--- config.mk ---
export PLATFORM = sky130hd
export DESIGN_NAME = regfile_mp_sb_flat
export DESIGN_NICKNAME = d
export VERILOG_FILES = /design/src/rtl/riscv_rf_pkg.sv /design/src/rtl/regfile_mp_sb_if.sv /design/src/rtl/regfile_mp_sb_scoreboard.sv /design/src/rtl/regfile_mp_sb.sv /design/src/flat_wrapper.sv
export SDC_FILE = /design/constraint.sdc
export NUM_CORES = 2
export LEC_CHECK = 0
export CAP_MARGIN = 20
export CORE_ASPECT_RATIO = 1.4
export CORE_MARGIN = 2
export CORE_UTILIZATION = 59
export CTS_CLUSTER_DIAMETER = 100
export DETAILED_ROUTE_END_ITERATION = 8
export DONT_BUFFER_PORTS = 1
export PLACE_DENSITY = 0.88
export SYNTH_ARGS = -nofsm -noshare
export SYNTH_HDL_FRONTEND = slang
export SYNTH_SLANG_ARGS = --single-unit
export TNS_END_PERCENT = 100
--- constraint.sdc ---
create_clock -name i_clk -period 2.55 [get_ports i_clk]
set_input_delay 0.51 -clock i_clk [delete_from_list [all_inputs] [get_ports i_clk]]
set_output_delay 0.51 -clock i_clk [all_outputs]
set_load 0.01 [all_outputs]
--- src/rtl/riscv_rf_pkg.sv ---
// Shared integer register-file types for decode, writeback arbiter and regfile_mp_sb.
package riscv_rf_pkg;
  localparam int unsigned RF_XLEN  = 32;
  localparam int unsigned RF_DEPTH = 32;
  localparam int unsigned RF_AW    = $clog2(RF_DEPTH);

  typedef logic [RF_AW-1:0]   rf_addr_t;
  typedef logic [RF_XLEN-1:0] rf_data_t;
endpackage

--- src/rtl/regfile_mp_sb_if.sv ---
// Read/write/scoreboard bus of regfile_mp_sb; slave = register file, master = core side.
interface regfile_mp_sb_if #(
  parameter int unsigned XLEN   = 32,
  parameter int unsigned DEPTH  = 32,
  parameter int unsigned NUM_RD = 2,
  parameter int unsigned NUM_WR = 2
);
  localparam int unsigned AW = $clog2(DEPTH);

  logic [NUM_RD*AW-1:0]   i_rs;
  logic [NUM_RD*XLEN-1:0] o_rs_dout;
  logic [NUM_RD-1:0]      o_rs_busy;
  logic [NUM_WR-1:0]      i_wr_en;
  logic [NUM_WR*AW-1:0]   i_wr_rd;
  logic [NUM_WR*XLEN-1:0] i_wr_din;
  logic [NUM_WR-1:0]      i_wr_clr;
  logic                   i_sb_set;
  logic [AW-1:0]          i_sb_rd;
  logic                   i_sb_flush;
  logic                   o_busy_any;

  modport slave (
    input  i_rs, i_wr_en, i_wr_rd, i_wr_din, i_wr_clr, i_sb_set, i_sb_rd, i_sb_flush,
    output o_rs_dout, o_rs_busy, o_busy_any
  );

  modport master (
    output i_rs, i_wr_en, i_wr_rd, i_wr_din, i_wr_clr, i_sb_set, i_sb_rd, i_sb_flush,
    input  o_rs_dout, o_rs_busy, o_busy_any
  );
endinterface

--- src/rtl/regfile_mp_sb_scoreboard.sv ---
// rf_scoreboard: per-register busy flops with flush > set > clear priority; entry 0 never busy.
module rf_scoreboard #(
  parameter int unsigned DEPTH  = 32,
  parameter int unsigned NUM_WR = 2,
  parameter int unsigned AW     = $clog2(DEPTH)
) (
  input  logic                 i_clk,
  input  logic                 i_rst_n,
  input  logic                 i_sb_set,
  input  logic [AW-1:0]        i_sb_rd,
  input  logic                 i_sb_flush,
  input  logic [NUM_WR-1:0]    i_wr_en,
  input  logic [NUM_WR-1:0]    i_wr_clr,
  input  logic [NUM_WR*AW-1:0] i_wr_rd,
  output logic [DEPTH-1:0]     o_busy,
  output logic                 o_busy_any
);
  logic [DEPTH-1:0] r_busy;
  logic [DEPTH-1:0] w_set;
  logic [DEPTH-1:0] w_clr;
  logic [DEPTH-1:0] w_nxt;

  always_comb begin
    w_set = '0;
    w_clr = '0;
    if (i_sb_set) w_set[i_sb_rd] = 1'b1;
    for (int unsigned w = 0; w < NUM_WR; w++) begin
      if (i_wr_en[w] && i_wr_clr[w]) w_clr[i_wr_rd[w*AW +: AW]] = 1'b1;
    end
    // a new producer's set overrides the clear from an older one in the same cycle
    w_nxt    = i_sb_flush ? '0 : (w_set | (r_busy & ~w_clr));
    w_nxt[0] = 1'b0;
  end

  always_ff @(posedge i_clk or negedge i_rst_n) begin
    if (!i_rst_n) r_busy <= '0;
    else          r_busy <= w_nxt;
  end

  assign o_busy     = r_busy;
  assign o_busy_any = |r_busy;
endmodule

--- src/rtl/regfile_mp_sb.sv ---
// Multi-port integer register file with busy scoreboard; define RF_BYPASS_EN for write-through reads.
module regfile_mp_sb
  import riscv_rf_pkg::*;
#(
  parameter int unsigned XLEN   = RF_XLEN,
  parameter int unsigned DEPTH  = RF_DEPTH,
  parameter int unsigned NUM_RD = 2,
  parameter int unsigned NUM_WR = 2
) (
  input logic             i_clk,
  input logic             i_rst_n,
  regfile_mp_sb_if.slave  bus
);
  localparam int unsigned AW = $clog2(DEPTH);

  logic [XLEN-1:0]        r_regs [DEPTH];
  logic [AW-1:0]          w_rs     [NUM_RD];
  logic [AW-1:0]          w_wr_rd  [NUM_WR];
  logic [XLEN-1:0]        w_wr_din [NUM_WR];
  logic [DEPTH-1:0]       w_busy;
  logic [NUM_RD*XLEN-1:0] w_rs_dout;
  logic [NUM_RD-1:0]      w_rs_busy;

  always_comb begin
    for (int unsigned r = 0; r < NUM_RD; r++) w_rs[r] = bus.i_rs[r*AW +: AW];
    for (int unsigned w = 0; w < NUM_WR; w++) begin
      w_wr_rd[w]  = bus.i_wr_rd[w*AW +: AW];
      w_wr_din[w] = bus.i_wr_din[w*XLEN +: XLEN];
    end
  end

  // ascending port order makes the highest-index port win on a same-rd collision
  always_ff @(posedge i_clk or negedge i_rst_n) begin
    if (!i_rst_n) begin
      for (int unsigned i = 0; i < DEPTH; i++) r_regs[i] <= '0;
    end else begin
      for (int unsigned w = 0; w < NUM_WR; w++) begin
        if (bus.i_wr_en[w] && (w_wr_rd[w] != '0)) r_regs[w_wr_rd[w]] <= w_wr_din[w];
      end
    end
  end

  rf_scoreboard #(
    .DEPTH  (DEPTH),
    .NUM_WR (NUM_WR),
    .AW     (AW)
  ) u_sb (
    .i_clk      (i_clk),
    .i_rst_n    (i_rst_n),
    .i_sb_set   (bus.i_sb_set),
    .i_sb_rd    (bus.i_sb_rd),
    .i_sb_flush (bus.i_sb_flush),
    .i_wr_en    (bus.i_wr_en),
    .i_wr_clr   (bus.i_wr_clr),
    .i_wr_rd    (bus.i_wr_rd),
    .o_busy     (w_busy),
    .o_busy_any (bus.o_busy_any)
  );

`ifdef RF_BYPASS_EN
  logic [NUM_RD-1:0] w_clr_hit;
  logic [NUM_RD-1:0] w_set_hit;

  always_comb begin
    w_rs_dout = '0;
    w_rs_busy = '0;
    w_clr_hit = '0;
    w_set_hit = '0;
    for (int unsigned r = 0; r < NUM_RD; r++) begin
      if (w_rs[r] != '0) begin
        w_rs_dout[r*XLEN +: XLEN] = r_regs[w_rs[r]];
        for (int unsigned w = 0; w < NUM_WR; w++) begin
          if (bus.i_wr_en[w] && (w_wr_rd[w] == w_rs[r])) begin
            w_rs_dout[r*XLEN +: XLEN] = w_wr_din[w];
            if (bus.i_wr_clr[w]) w_clr_hit[r] = 1'b1;
          end
        end
      end
      w_set_hit[r] = bus.i_sb_set && (bus.i_sb_rd == w_rs[r]);
      w_rs_busy[r] = w_busy[w_rs[r]] && !(w_clr_hit[r] && !w_set_hit[r]);
    end
  end
`else
  always_comb begin
    w_rs_dout = '0;
    w_rs_busy = '0;
    for (int unsigned r = 0; r < NUM_RD; r++) begin
      if (w_rs[r] != '0) w_rs_dout[r*XLEN +: XLEN] = r_regs[w_rs[r]];
      w_rs_busy[r] = w_busy[w_rs[r]];
    end
  end
`endif

  assign bus.o_rs_dout = w_rs_dout;
  assign bus.o_rs_busy = w_rs_busy;
endmodule

--- src/flat_wrapper.sv ---
// flat-port wrapper written by rule: the top's interface ports become plain ports
module regfile_mp_sb_flat import riscv_rf_pkg::*;
#(
  parameter int unsigned XLEN   = RF_XLEN,
  parameter int unsigned DEPTH  = RF_DEPTH,
  parameter int unsigned NUM_RD = 2,
  parameter int unsigned NUM_WR = 2
)
  (i_clk, i_rst_n, bus_i_rs, bus_i_wr_en, bus_i_wr_rd, bus_i_wr_din, bus_i_wr_clr, bus_i_sb_set, bus_i_sb_rd, bus_i_sb_flush, bus_o_rs_dout, bus_o_rs_busy, bus_o_busy_any);
  regfile_mp_sb_if #(.XLEN(XLEN), .DEPTH(DEPTH), .NUM_RD(NUM_RD), .NUM_WR(NUM_WR)) bus_i ();
  input logic i_clk;
  input logic i_rst_n;
  input wire logic [$bits(bus_i.i_rs)-1:0] bus_i_rs;
  input wire logic [$bits(bus_i.i_wr_en)-1:0] bus_i_wr_en;
  input wire logic [$bits(bus_i.i_wr_rd)-1:0] bus_i_wr_rd;
  input wire logic [$bits(bus_i.i_wr_din)-1:0] bus_i_wr_din;
  input wire logic [$bits(bus_i.i_wr_clr)-1:0] bus_i_wr_clr;
  input wire logic [$bits(bus_i.i_sb_set)-1:0] bus_i_sb_set;
  input wire logic [$bits(bus_i.i_sb_rd)-1:0] bus_i_sb_rd;
  input wire logic [$bits(bus_i.i_sb_flush)-1:0] bus_i_sb_flush;
  output wire logic [$bits(bus_i.o_rs_dout)-1:0] bus_o_rs_dout;
  output wire logic [$bits(bus_i.o_rs_busy)-1:0] bus_o_rs_busy;
  output wire logic [$bits(bus_i.o_busy_any)-1:0] bus_o_busy_any;
  assign bus_i.i_rs = bus_i_rs;
  assign bus_i.i_wr_en = bus_i_wr_en;
  assign bus_i.i_wr_rd = bus_i_wr_rd;
  assign bus_i.i_wr_din = bus_i_wr_din;
  assign bus_i.i_wr_clr = bus_i_wr_clr;
  assign bus_i.i_sb_set = bus_i_sb_set;
  assign bus_i.i_sb_rd = bus_i_sb_rd;
  assign bus_i.i_sb_flush = bus_i_sb_flush;
  assign bus_o_rs_dout = bus_i.o_rs_dout;
  assign bus_o_rs_busy = bus_i.o_rs_busy;
  assign bus_o_busy_any = bus_i.o_busy_any;
  regfile_mp_sb #(.XLEN(XLEN), .DEPTH(DEPTH), .NUM_RD(NUM_RD), .NUM_WR(NUM_WR)) u_core (.i_clk(i_clk), .i_rst_n(i_rst_n), .bus(bus_i));
endmodule
==> results of run 1 <==
## repair_timing
action | CTS
gates resized for setup | 206
endpoints found under the setup margin | 67
hold buffers | 134
endpoints found under the hold margin | 2041
gates cloned | 0
buffers inserted | 59
pin swaps | 86
## per-layer routing
metal  track usage  GRT overflow
met3         0.754            33
met5         0.679             4
met4         0.721            64
met2         0.895            74
met1         0.733            35
## logic make-up after synthesis
family                 share of synthesized area
buffers and inverters                     0.0506
flip-flops                                 0.405
AO/OA/AOI/OAI                              0.121
AND/OR/NAND/NOR                           0.0791
multiplexers                               0.344
## stage by stage
step / instance area [um^2] / cells / setup slack (ns) / util
4_1_cts: 73100 / 7395 / -0.581 / 0.666
3_3_place_gp: 66700 / 7045 / -0.597 / 0.608
2_1_floorplan: 65200 / 6098 / -0.0490 / -
3_5_place_dp: 66700 / 7045 / -0.648 / 0.608
==> qor.yml, run 1 <==
clock_network:
  cts_sinks: 1055
  cts_root_buffer: "clkbuf_16"
  clockBufferDepth: 3
  htree_levels: 3
  cts_buffers: 97
status:
  error_line: "[ERROR GRT-0232] Routing congestion too high. Check the congestion heatmap in the GUI."
  status: "aborted with a tool error"
  lastStage: "global routing"
timing:
  worst_endpoint: "bus_o_rs_dout[16]"
  endpoint_type: "primary output"
yosys:
  yosysTopAreaCell: "dfrtp_1"
  synth_edf_count: 0
  synthesis.area_um2: 65200
  synth_fp_nets: 6195
  synth_flop_cell: "dfrtp_1"
  ys_warn_count: 0
  synthTopCellsByCount: "mux2i_1, dfrtp_1, nor2_1"
  ys_types: 50
  yosys.area.top_type_share: 0.405
  async_flop_share: 1.00
  synth.avg_cell_area_um2: 10.7
  syn_inst: 6098
  synth_area_leaders: "dfrtp_1, mux2i_1, mux4_2"
  seq_area_frac_synth: 0.405
  synth-seq-cells: 1055
  synth.most_common_cell: "mux2i_1"
global_route:
  antenna_found_initial: 54
  grt_usage: 0.782
  grt-ovfl-total: 210
  grt_max_degree: 1056
floorplan:
  die_y_um: 397
  num_rows: 144
  die_w_um: 285
  initial_core_util: 0.594
  io_pins: 164
placement:
  io_buffers: 0
  dp.final_hpwl_um: 138000
  gp_congestion: 0.958
==> inputs of run 2 (changes only) <==
CORE_ASPECT_RATIO = unset   (was 1.4)
CORE_UTILIZATION = 40   (was 59)
CTS_CLUSTER_DIAMETER = unset   (was 100)
PLACE_DENSITY = unset   (was 0.88)
PLACE_DENSITY_LB_ADDON = 0.15   (was unset)
clock period = 3.31 ns   (was 2.55 ns; I/O delays follow)
==> run 2 against run 1 <==
  * The flow now finishes, with violations (max-slew violations, negative setup slack)
  * Area after synthesis did not move
  * Synthesized cell count did not move
==> qor.yml, run 2 <==
status:
  status: "finished, violations left"  # was aborted with a tool error
  violations: "max-slew violations, negative setup slack"
yosys:
  async_flop_share: 1.00  # unchanged
  synth_fp_nets: 6195  # unchanged
  syn_inst: 6098  # unchanged
  synth.most_common_cell: "mux2i_1"  # unchanged
  synth_area_leaders: "dfrtp_1, mux2i_1, mux4_2"  # unchanged
  yosys.area.top_type_share: 0.405  # unchanged
  synth_edf_count: 0  # unchanged
  synth_flop_cell: "dfrtp_1"  # unchanged
  synth.avg_cell_area_um2: 10.7  # unchanged
  ys_types: 50  # unchanged
  yosysTopAreaCell: "dfrtp_1"  # unchanged
  synthesis.area_um2: 65200  # unchanged
  ys_warn_count: 0  # unchanged
  synthTopCellsByCount: "mux2i_1, dfrtp_1, nor2_1"  # unchanged
  seq_area_frac_synth: 0.405  # unchanged
  synth-seq-cells: 1055  # unchanged
timing:
  setup_viol: 41
  tightest_slew_ns: 1.56
  timing.hold.ws_ns: 0.0360
  setup-tns-final_ns: -13.93
  rsz0062_at_grt: "true"
  maxSlewViolCount: 83
  finalHoldViolCount: 0
  max_freq_mhz: 259
  fin_crit_ns: 3.86
  final.period_utilization: 1.17
  fin_skew_ns: 0
  slew_headroom: -0.0367
  setup_slack_ns: -0.547
route:
  vias: 51800
  drt_iter0_drc: 6888
  route.antenna.remaining_nets: 0
  wirelength_um: 273000
  via_per_inst: 6.44
  dr.pass1.iters: 6
  drc_errors: 0
  avgRoutedWirePerCell_um: 34.0
worst_setup_path:
  rr_startpoint: "u_core.r_regs[169]$_DFF_PN0_"
  arrival_ns: 3.20
  worstRegToRegCells: 3
  startpoint_type: "input port"
  required_ns: 2.65
  worst_setup_path_end_kind: "output port"
  startpoint: "bus_i_rs[0]"
  crit_fanout: 249
  worstSetupPathType: "input port to output port"
placement:
  io_buffers: 0  # unchanged
  placed_area_um2: 68000  # was 66,700 um^2
  place_ws_ns: -0.260  # was -0.648 ns
  dp.final_hpwl_um: 156000  # was 138,000 um
  gp_congestion: 0.886  # was 0.958
clock_network:
  cts_root_buffer: "clkbuf_16"  # unchanged
  clockBufferDepth: 3  # unchanged
  clkTransAtPathRegs_ns: 0.06
  cts_tree: "yes"
  htree_levels: 3  # unchanged
  cts_sinks: 1055  # unchanged
  clock_latency_ns: 0.75
  cts_buffers: 121  # was 97
power_and_ir_drop:
  peakVddDrop_v: 0.000513
  seqPwrFrac: 0.432
  p_leak_uw: 0.0324
  switching_share: 0.300
  power-per-cell-area_nw_per_um2: 602
  power_uw: 43900
  pwr-share-comb: 0.239
  p_int_uw: 30700
  clock_power_share: 0.329
  p_switching_uw: 13200
finish:
  final_area_um2: 72900
  n_antenna_cell: 0
  fill_cells: 15100
  top_register: "u_core.r_regs"
  fin_nets: 5849
  largest_register_ffs: 1024
  syn_to_final_growth_pct: 11.9
  drive_gt1_frac: 0.196
  layout_commonest_cell: "mux2i_1"
  layout_common_cells: "mux2i_1, dfrtp_1, nor2_1, a21oi_1, mux4_2"
global_route:
  grt-ovfl-total: 0
  antenna_found_initial: 4
  grt_pass1_wl_um: 389000
  grt_max_degree: 268
  grt_pass1_vias: 49200
  grt_usage: 0.321
worst_hold_path:
  hp-start: "bus_i_wr_din[62]"
  min_path_type: "input port to flop"
  worstHoldPathCells: 2
floorplan:
  die_area_um2: 166000
  io_pins: 164  # unchanged
  die_w_um: 408  # was 285 um
  coreArea_um2: 162000
  initial_core_util: 0.402  # was 0.594
  die_y_um: 408  # was 397 um
  num_rows: 148  # was 144
flow_run:
  drv_cap: 0
==> run 2: cell counts after synthesis <==
No cell type changed its count.
==> run 2: final timing paths <==
kind | end | slack, ns
max | bus_o_rs_dout[23] | -0.55
min | u_core.r_regs[958]$_DFF_PN0_ | 0.04
max reg2reg | u_core.r_regs[169]$_DFF_PN0_ | 2.43
min reg2reg | u_core.r_regs[1011]$_DFF_PN0_ | 0.37
max in group asynchronous | u_core.r_regs[945]$_DFF_PN0_ | 1.70
min in group asynchronous | u_core.r_regs[223]$_DFF_PN0_ | 0.44
==> run 2: cell families after synthesis <==
family,share of synthesized area
flip-flops,0.405
AO/OA/AOI/OAI,0.121
AND/OR/NAND/NOR,0.0791
multiplexers,0.344
buffers and inverters,0.0506
==> run 2: worst max-delay path: stages <==
cell and delay (ns):
nor2b_4 0.49, buf_12 0.22, a22o_1 0.27, a211oi_2 0.08
a211oi_1 0.45, buf_4 0.22
==> run 2: metrics by stage <==
stage / utilization / std cells
after floorplan: - / 6098
final: 0.449 / 8030
after CTS: 0.449 / 8028
after detailed placement: 0.419 / 7787
after global routing: 0.449 / 8030
after global placement: 0.419 / 7787
==> run 2: power by group through the flow <==
stage	sequential (uW)	combinational [uW]	clock [uW]
final	19000	10500	14400
after global placement	18900	9850	0
after detailed placement	19000	10100	0
after global routing	19300	11300	15100
after floorplan	18000	8230	0
after CTS	18800	10300	14600
==> run 2: final cells by class <==
| class | instances | area [um^2] | area share |
|---|---|---|---|
| multi-input cells | 4294 | 36600 | 0.501 |
| clock inverters | 50 | 614 | 0.00843 |
| inverters | 7 | 27.5 | 0.000378 |
| well taps | 2175 | 2720 | 0.0373 |
| clock buffers | 176 | 3580 | 0.0492 |
| repair buffers | 273 | 3000 | 0.0412 |
| flip-flops and latches | 1055 | 26400 | 0.362 |
==> run 2: timing repair <==
action | CTS | global route
setup endpoints to repair | 37 | 28
gates resized for setup | 81 | 24
hold buffers | 24 | 0
pin swaps | 17 | 6
hold endpoints to repair | 172 | 0
buffers inserted | 0 | 4
==> run 2: metal layers <==
layer,up-vias,track usage,share of wire
li1,21700,-,-
met4,2,0.129,0.044
met2,2785,0.491,0.45
met1,26700,0.451,0.42
met3,560,0.0609,0.089
met5,-,0,0.000048
No activity file was read; power rests on OpenSTA's default activity.
